[config.mk]
export PLATFORM = sky130hd
export DESIGN_NAME = alu_execute_unit_flat
export DESIGN_NICKNAME = d
export VERILOG_FILES = /design/src/rtl/mips_core_pkg.sv /design/src/rtl/alu_execute_unit_if.sv /design/src/rtl/alu_execute_unit_datapath.sv /design/src/rtl/alu_execute_unit.sv /design/src/flat_wrapper.sv
export SDC_FILE = /design/constraint.sdc
export NUM_CORES = 2
export LEC_CHECK = 0
export ABC_CLOCK_PERIOD_IN_PS = 8900
export CAP_MARGIN = 30
export CORE_MARGIN = 2
export CORE_UTILIZATION = 45
export CTS_CLUSTER_DIAMETER = 120
export CTS_CLUSTER_SIZE = 28
export DETAILED_ROUTE_END_ITERATION = 12
export PLACE_DENSITY = 0.67
export SLEW_MARGIN = 40
export SYNTH_ARGS = -nofsm -noshare
export SYNTH_HDL_FRONTEND = slang
export SYNTH_SLANG_ARGS = --single-unit
export TNS_END_PERCENT = 1
[constraint.sdc]
create_clock -name clk -period 8.9 [get_ports clk]
set_clock_uncertainty 0.05 [all_clocks]
set_input_delay 0.89 -clock clk [delete_from_list [all_inputs] [get_ports clk]]
set_output_delay 0.89 -clock clk [all_outputs]
set_load 0.01 [all_outputs]
[src/rtl/mips_core_pkg.sv]
// Shared types for the MIPS core: ALU operation encoding, ROB tag width
// and the result entry that travels to the common data bus.
package mips_core_pkg;

  localparam int ROB_TAG_BITS = 6;

  typedef logic [ROB_TAG_BITS-1:0] rob_tag_t;

  // Encodings 13..15 are unused and yield a zero result.
  typedef enum logic [3:0] {
    ALU_ADD  = 4'd0,
    ALU_SUB  = 4'd1,
    ALU_AND  = 4'd2,
    ALU_OR   = 4'd3,
    ALU_XOR  = 4'd4,
    ALU_NOR  = 4'd5,
    ALU_SLT  = 4'd6,
    ALU_SLTU = 4'd7,
    ALU_SLL  = 4'd8,
    ALU_SRL  = 4'd9,
    ALU_SRA  = 4'd10,
    ALU_LUI  = 4'd11,
    ALU_MUL  = 4'd12
  } alu_ctl_t;

  typedef enum logic {
    ST_IDLE     = 1'b0,
    ST_MUL_BUSY = 1'b1
  } mul_state_t;

  typedef struct packed {
    rob_tag_t    tag;
    logic [31:0] data;
  } result_entry_t;

endpackage

[src/rtl/alu_execute_unit_if.sv]
// Issue port from the ALU reservation station plus the CDB request/grant port.
interface alu_execute_unit_if;
  import mips_core_pkg::*;

  logic        in_valid;
  alu_ctl_t    in_alu_ctl;
  rob_tag_t    in_tag;
  logic [31:0] in_op1;
  logic [31:0] in_op2;
  logic        stall;
  logic        cdb_req;
  rob_tag_t    cdb_tag;
  logic [31:0] cdb_data;
  logic        cdb_grant;

  modport master (
    output in_valid, in_alu_ctl, in_tag, in_op1, in_op2, cdb_grant,
    input  stall, cdb_req, cdb_tag, cdb_data
  );

  modport slave (
    input  in_valid, in_alu_ctl, in_tag, in_op1, in_op2, cdb_grant,
    output stall, cdb_req, cdb_tag, cdb_data
  );

endinterface

[src/rtl/alu_execute_unit_datapath.sv]
// Single-cycle ALU operations; multiply is handled by the FSM in the top.
module alu_datapath
  import mips_core_pkg::*;
(
  input  alu_ctl_t    alu_ctl,
  input  logic [31:0] op1,
  input  logic [31:0] op2,
  output logic [31:0] result
);

  always_comb begin
    result = '0;
    case (alu_ctl)
      ALU_ADD:  result = op1 + op2;
      ALU_SUB:  result = op1 - op2;
      ALU_AND:  result = op1 & op2;
      ALU_OR:   result = op1 | op2;
      ALU_XOR:  result = op1 ^ op2;
      ALU_NOR:  result = ~(op1 | op2);
      ALU_SLT:  result = {31'd0, $signed(op1) < $signed(op2)};
      ALU_SLTU: result = {31'd0, op1 < op2};
      ALU_SLL:  result = op1 << op2[4:0];
      ALU_SRL:  result = op1 >> op2[4:0];
      ALU_SRA:  result = $unsigned($signed(op1) >>> op2[4:0]);
      ALU_LUI:  result = {op2[15:0], 16'd0};
      default:  result = '0;
    endcase
  end

endmodule

[src/rtl/alu_execute_unit.sv]
// ALU execute unit: single-cycle ops plus a multi-cycle multiply, feeding a
// small in-order result buffer that requests the common data bus.
module alu_execute_unit
  import mips_core_pkg::*;
#(
  parameter int MUL_LATENCY   = 4,
  parameter int OUT_BUF_DEPTH = 2
) (
  input  logic                clk,
  input  logic                rst_n,
  input  logic                flush,
  alu_execute_unit_if.slave   bus
);

  localparam int PTR_BITS = $clog2(OUT_BUF_DEPTH);
  localparam int CNT_BITS = PTR_BITS + 1;
  localparam logic [3:0]          MUL_LOAD   = 4'(MUL_LATENCY - 1);
  localparam logic [CNT_BITS-1:0] FULL_COUNT = CNT_BITS'(OUT_BUF_DEPTH);

  mul_state_t           state_reg, state_next;
  logic [3:0]           mul_cnt_reg;
  logic [31:0]          mul_op1_reg, mul_op2_reg;
  rob_tag_t             mul_tag_reg;
  logic [CNT_BITS-1:0]  fill_reg;
  logic [PTR_BITS-1:0]  wr_ptr_reg, rd_ptr_reg;
  result_entry_t        buf_mem [OUT_BUF_DEPTH];

  logic          stall, mul_done;
  logic          accept, issue_mul, push_alu, push_mul, push, pop;
  logic [31:0]   alu_result, mul_result;
  result_entry_t push_entry, head_entry;

  alu_datapath u_datapath (
    .alu_ctl (bus.in_alu_ctl),
    .op1     (bus.in_op1),
    .op2     (bus.in_op2),
    .result  (alu_result)
  );

  assign mul_result = mul_op1_reg * mul_op2_reg;

  // Stall depends only on registered state, never on this cycle's inputs.
  always_comb begin
    stall    = (state_reg == ST_MUL_BUSY) || (fill_reg == FULL_COUNT);
    mul_done = (state_reg == ST_MUL_BUSY) && (mul_cnt_reg == 4'd0);
  end

  always_comb begin
    state_next = state_reg;
    case (state_reg)
      ST_IDLE:     if (issue_mul) state_next = ST_MUL_BUSY;
      ST_MUL_BUSY: if (mul_done)  state_next = ST_IDLE;
      default:     state_next = ST_IDLE;
    endcase
    if (flush) state_next = ST_IDLE;
  end

  always_ff @(posedge clk) begin
    if (!rst_n) state_reg <= ST_IDLE;
    else        state_reg <= state_next;
  end

  assign accept    = bus.in_valid && !stall && !flush;
  assign issue_mul = accept && (bus.in_alu_ctl == ALU_MUL);
  assign push_alu  = accept && !issue_mul;
  assign push_mul  = mul_done && !flush;
  assign push      = push_alu || push_mul;
  assign pop       = (fill_reg != '0) && bus.cdb_grant && !flush;

  // A multiply completion cannot coincide with an issue: stall is high while busy.
  always_comb begin
    push_entry.tag  = bus.in_tag;
    push_entry.data = alu_result;
    if (push_mul) begin
      push_entry.tag  = mul_tag_reg;
      push_entry.data = mul_result;
    end
  end

  always_ff @(posedge clk) begin
    if (!rst_n || flush)                                  mul_cnt_reg <= 4'd0;
    else if (issue_mul)                                   mul_cnt_reg <= MUL_LOAD;
    else if (state_reg == ST_MUL_BUSY && mul_cnt_reg != 0) mul_cnt_reg <= mul_cnt_reg - 4'd1;
  end

  always_ff @(posedge clk) begin
    if (issue_mul) begin
      mul_op1_reg <= bus.in_op1;
      mul_op2_reg <= bus.in_op2;
      mul_tag_reg <= bus.in_tag;
    end
  end

  always_ff @(posedge clk) begin
    if (push) buf_mem[wr_ptr_reg] <= push_entry;
  end

  always_ff @(posedge clk) begin
    if (!rst_n || flush) begin
      wr_ptr_reg <= '0;
      rd_ptr_reg <= '0;
      fill_reg   <= '0;
    end else begin
      if (push) wr_ptr_reg <= wr_ptr_reg + 1'b1;
      if (pop)  rd_ptr_reg <= rd_ptr_reg + 1'b1;
      case ({push, pop})
        2'b10:   fill_reg <= fill_reg + 1'b1;
        2'b01:   fill_reg <= fill_reg - 1'b1;
        default: fill_reg <= fill_reg;
      endcase
    end
  end

  // Mask the head so an empty buffer presents zeros regardless of RAM contents.
  assign head_entry   = buf_mem[rd_ptr_reg];
  assign bus.stall    = stall;
  assign bus.cdb_req  = (fill_reg != '0);
  assign bus.cdb_tag  = bus.cdb_req ? head_entry.tag  : '0;
  assign bus.cdb_data = bus.cdb_req ? head_entry.data : '0;

endmodule

[src/flat_wrapper.sv]
// flat-port wrapper written by rule: the top's interface ports become plain ports
module alu_execute_unit_flat import mips_core_pkg::*;
#(
  parameter int MUL_LATENCY   = 4,
  parameter int OUT_BUF_DEPTH = 2
)
  (clk, rst_n, flush, bus_in_valid, bus_in_alu_ctl, bus_in_tag, bus_in_op1, bus_in_op2, bus_cdb_grant, bus_stall, bus_cdb_req, bus_cdb_tag, bus_cdb_data);
  alu_execute_unit_if bus_i ();
  input  logic clk;
  input  logic rst_n;
  input  logic flush;
  input wire logic [$bits(bus_i.in_valid)-1:0] bus_in_valid;
  input wire logic [$bits(bus_i.in_alu_ctl)-1:0] bus_in_alu_ctl;
  input wire logic [$bits(bus_i.in_tag)-1:0] bus_in_tag;
  input wire logic [$bits(bus_i.in_op1)-1:0] bus_in_op1;
  input wire logic [$bits(bus_i.in_op2)-1:0] bus_in_op2;
  input wire logic [$bits(bus_i.cdb_grant)-1:0] bus_cdb_grant;
  output wire logic [$bits(bus_i.stall)-1:0] bus_stall;
  output wire logic [$bits(bus_i.cdb_req)-1:0] bus_cdb_req;
  output wire logic [$bits(bus_i.cdb_tag)-1:0] bus_cdb_tag;
  output wire logic [$bits(bus_i.cdb_data)-1:0] bus_cdb_data;
  assign bus_i.in_valid = bus_in_valid;
  assign bus_i.in_alu_ctl = bus_in_alu_ctl;
  assign bus_i.in_tag = bus_in_tag;
  assign bus_i.in_op1 = bus_in_op1;
  assign bus_i.in_op2 = bus_in_op2;
  assign bus_i.cdb_grant = bus_cdb_grant;
  assign bus_stall = bus_i.stall;
  assign bus_cdb_req = bus_i.cdb_req;
  assign bus_cdb_tag = bus_i.cdb_tag;
  assign bus_cdb_data = bus_i.cdb_data;
  alu_execute_unit #(.MUL_LATENCY(MUL_LATENCY), .OUT_BUF_DEPTH(OUT_BUF_DEPTH)) u_core (.clk(clk), .rst_n(rst_n), .flush(flush), .bus(bus_i));
endmodule
==> reports/qor.txt <==
=================================================================================================================
Status                                                                                                  completed
Horiz. Die Dim                                                                                             260 µm
Number of clock sinks seen by CTS                                                                             156
I/O pin count                                                                                                 119
Total gr overflow                                                                                               0
Root buffer cell                                                                                        clkbuf_16
Post-synth cell types                                                                                          81
H-tree depth                                                                                                    4
Top flip-flop cell by instance count after synthesis                                                     edfxtp_1
Simple-gate share of the synthesized area                                                                   0.167
FP Rows                                                                                                        93
Combinational family with the most area after synthesis                                               adder cells
Leading area contributor after synthesis                                                                     fa_1
Cell count after synthesis                                                                                   3349
CTS tree                                                                                                      yes
Wire length of the first global-routing pass                                                               153 mm
Normalized max-slew margin                                                                                  0.422
Routed wire per std cell                                                                                  23.9 µm
Total count of hold-check failures in the final report                                                          0
Setup repair after global routing missed its margin                                                            no
Min cycle time layout                                                                                     8.18 ns
HPWL reported at the end of detailed placement                                                            79.1 mm
Largest voltage drop on the vdd net                                                                      0.162 mV
Setup crit end kind                                                                                     flip-flop
CP Data Required Time                                                                                     9.02 ns
Maximum clock frequency                                                                                 0.122 GHz
Seq/Total Area, Yosys                                                                                       0.155
Post-route DRC violation count                                                                                  0
Final estimated routing congestion in global placement                                                       1.01
Crit-path max FO                                                                                               24
Clk Latency, worst-skew pair                                                                              0.46 ns
Critical path start-end classification                                                                 reg -> reg
Xor/xnor cell area share of the yosys netlist                                                              0.0305
Met1 track demand over resource in global routing                                                           0.407
# hold bufs at CTS                                                                                              0
Critical path cell sequence                                                                          nand2_1 -> fa_1 -> inv_1 -> fa_1 -> fa_1 -> inv_1 -> fa_1 -> inv_1 -> fa_1 -> ha_1 -> fa_1 -> fa_1 -> ha_1 -> a21o_1 -> a2111oi_0 -> a221o_1 -> a31oi_1 -> a21oi_1 -> o21ai_0 -> o21ai_0 -> nand2b_1 -> a21oi_1 -> xnor2_1 -> o32ai_1
Number of enable-type register cells in the synthesized netlist                                               146
Post-detailed-route via-to-cell ratio                                                                        5.87
Setup slack, reg-to-reg                                                                                   0.72 ns
Kind of path behind the tightest hold check                                                            reg -> reg
Global route hottest layer                                                                                   met2
Post-route insts no fill                                                                                     4222
Max reg flops                                                                                                  76
Count of input and output buffers                                                                             118
Number of antenna violations at the first check in global routing                                               4
Vias                                                                                                        24786
Number of DRC violations after detailed-routing iteration 0                                                  2463
Initial core utilization                                                                                    0.457
Total of endpoints with negative setup slack in the final report                                                0
Startpoint of the worst-slack reg-to-reg timing path                                                 u_core.mul_op2_reg[8]$_DFFE_PP_
Number of warnings issued by yosys                                                                              0
Leading cell types by total area after synthesis                                                     fa_1 28%, edfxtp_1 15%, ha_1 9.4%
Depth of the worst register-to-register path                                                                   24
Total CTS buffers                                                                                              17
Number of cells in the design after placement                                                                4183
Core box area                                                                                           64700 µm²
Leak                                                                                                      14.4 nW
Fin area                                                                                                32300 µm²
Grt met3 use                                                                                               0.0535
Number of cells upsized or downsized after cts                                                                  0
Fin Setup TNS                                                                                                0 ns
Area share of the largest cell type after synthesis                                                         0.278
Share of synthesized registers carrying an async set or reset                                                   0
Global-route total usage across every layer                                                                 0.303
Post-Synthesis Cell Area                                                                                29600 µm²
Layout cells sized above 1                                                                                 0.0460
Beginning of the critical path                                                                       u_core.mul_op2_reg[8]$_DFFE_PP_
Total die area                                                                                          67800 µm²
Final core utilization                                                                                      0.499
First-pass detailed-route iteration total                                                                       7
Hold Slack                                                                                               0.460 ns
Clock slew at the register clock pins of the worst setup and hold paths                                   0.08 ns
Worst stage delay on the critical path                                                                    0.90 ns
Post-synthesis compound-gate area fraction                                                                  0.136
Worst setup endpoint                                                                                 u_core.buf_mem[0][31]$_DFFE_PP_
Worst-Margin Slew                                                                                        0.867 ns
Vias in the first global route                                                                              24874
Worst Min Path Start                                                                                 u_core.rd_ptr_reg$_SDFFE_PP0P_
Max-cap viol count                                                                                              0
Die height                                                                                                 260 µm
Destination of the worst register-to-register timing path                                            u_core.buf_mem[0][31]$_DFFE_PP_
Library cell appearing most often on the critical path                                                       fa_1
Signal arrival time at the worst endpoint                                                                 8.30 ns
Power per cell area                                                                                    122 nW/µm²
Area grow syn2layout                                                                                        9.10%
Number of flip-flops and latches in the synthesized netlist                                                   156
Share of synthesized area spent on multiplexers                                                            0.0518
Critical-path cell with the highest stage delay                                                          edfxtp_1
Syn Nets                                                                                                     4060
Pins over their slew limit                                                                                      0
Arithmetic-cell share of the synthesized area counting full adders, half adders and majority gates          0.372
Maximum clock path buffer count                                                                                 2
Largest net degree at the start of global routing                                                              71
Number of setup buffers added after CTS                                                                         0
Remaining antenna violation count after routing                                                                 0
Met2 Track Usage GR                                                                                         0.478
Routed wire length                                                                                         101 mm
Period Utilization, post-route                                                                              0.919
Placed Instance Area                                                                                    31600 µm²
Total Nets Final                                                                                             4064
Post-Syn Area per Cell                                                                                   8.83 µm²
Startpoint Class                                                                                        flip-flop
=================================================================================================================
[Yosys cell counts, drive strengths merged, types with 14 or more instances]
cell,instances
a211oi,27
and2,292
buf,26
o21ai,119
inv,481
o211ai,20
o221ai,17
xor2,28
a221oi,15
o22ai,31
nand2,365
edfxtp,146
clkbuf,177
a21o,32
nand3,28
a31oi,16
a22oi,24
mux4,14
a221o,19
nand2b,26
fa,410
nor2,213
o21bai,18
a21oi,174
mux2i,116
nor3,35
xnor2,75
ha,222
[critical path: cells and delay by family, from the launching register on]
family | cells | cell delay [ns]
flip-flops | 1 | 0.90
XOR/XNOR | 1 | 0.15
AO/OA/AOI/OAI | 9 | 2.31
buffers and inverters | 3 | 0.16
AND/OR/NAND/NOR | 2 | 0.25
adder cells (fa/ha/maj) | 9 | 4.06
[report_power, final]
| group | switching, mW | total (mW) | internal, mW | leakage (nW) |
|---|---|---|---|---|
| sequential | 0.0101 | 0.839 | 0.828 | 1.42 |
| combinational | 1.42 | 2.35 | 0.933 | 12.7 |
| clock | 0.359 | 0.741 | 0.382 | 0.294 |
| total | 1.79 | 3.93 | 2.14 | 14.4 |
[kinds of logic (layout without fill, tap and decap cells)]
group / after synthesis / in the layout
AOI/OAI and AO/OA: 609 / 609
xor gates and xnor gates: 103 / 103
adders and majority gates: 632 / 632
buffers and inverters: 685 / 702
DFF: 156 / 156
muxes: 135 / 135
other: 0 / 1
and+or+nand+nor: 1029 / 1029
[stage by stage]
stage / worst slack (ns) / power [mW]
global placement: 0.923 / 3.16
CTS: 0.775 / 3.92
global route: 0.253 / 4.18
finish: 0.720 / 3.93
floorplan: 1.71 / 2.38
detailed placement: 0.799 / 3.17
[cell type report]
class | count | area [µm²]
clock inverter | 15 | 188
clock buffer | 17 | 425
antenna | 1 | 2.50
fill | 6116 | 32400
timing repair buffer | 188 | 1740
sequential | 156 | 4590
tap | 855 | 1070
multi-input combinational | 2508 | 22400
inverter | 482 | 1810
[routing by layer]
layer  wire length [µm]  share of wire  up-vias
met1              40900           0.41    12269
met5                 37        0.00037        -
met2              45700           0.45     1211
li1                   -              -    11055
met3               8770          0.087      245
met4               5410          0.054        6
[worst min-delay path by stage]
| stage | endpoint | slack, ns | depth (start not counted) |
|---|---|---|---|
| after floorplan | u_core.fill_reg[1]$_SDFFE_PP0P_ | 0.42 | 2 |
| after global placement | u_core.rd_ptr_reg$_SDFFE_PP0P_ | 0.44 | 2 |
| after detailed placement | u_core.rd_ptr_reg$_SDFFE_PP0P_ | 0.45 | 2 |
| after CTS | u_core.rd_ptr_reg$_SDFFE_PP0P_ | 0.47 | 2 |
| after global routing | u_core.rd_ptr_reg$_SDFFE_PP0P_ | 0.48 | 2 |
| final | u_core.rd_ptr_reg$_SDFFE_PP0P_ | 0.46 | 2 |
[placed cells by master, fill, tap and decap left out, types with 8 or more instances in the layout]
master           synthesis  routed
a211o_1                 11      11
a211oi_1                26      26
a21o_1                  32      32
a21oi_1                172     172
a221o_1                 19      19
a221oi_1                14      14
a22o_1                  10      10
a22oi_1                 24      24
a31oi_1                 16      16
and2_1                 292     292
buf_4                    1      58
buf_6                    1      10
clkbuf_16                0      17
clkdlybuf4s50_1          0     113
dfxtp_1                 10       9
edfxtp_1               146     146
fa_1                   410     410
ha_1                   222     222
inv_1                  480     478
mux2i_1                116     116
mux4_2                  14      14
nand2_1                365     365
nand2b_1                26      26
nand3_1                 27      27
nand4_1                 12      12
nor2_1                 213     210
nor2b_1                  9       8
nor3_1                  35      32
nor4_1                  12      11
o2111ai_1               10      10
o211ai_1                20      20
o21ai_0                118     118
o21bai_1                18      18
o221ai_1                17      17
o22ai_1                 31      31
o31ai_1                 10      10
or3_1                   11      11
xnor2_1                 75      75
xor2_1                  28      28
No activity file was read; power rests on OpenSTA's default activity.
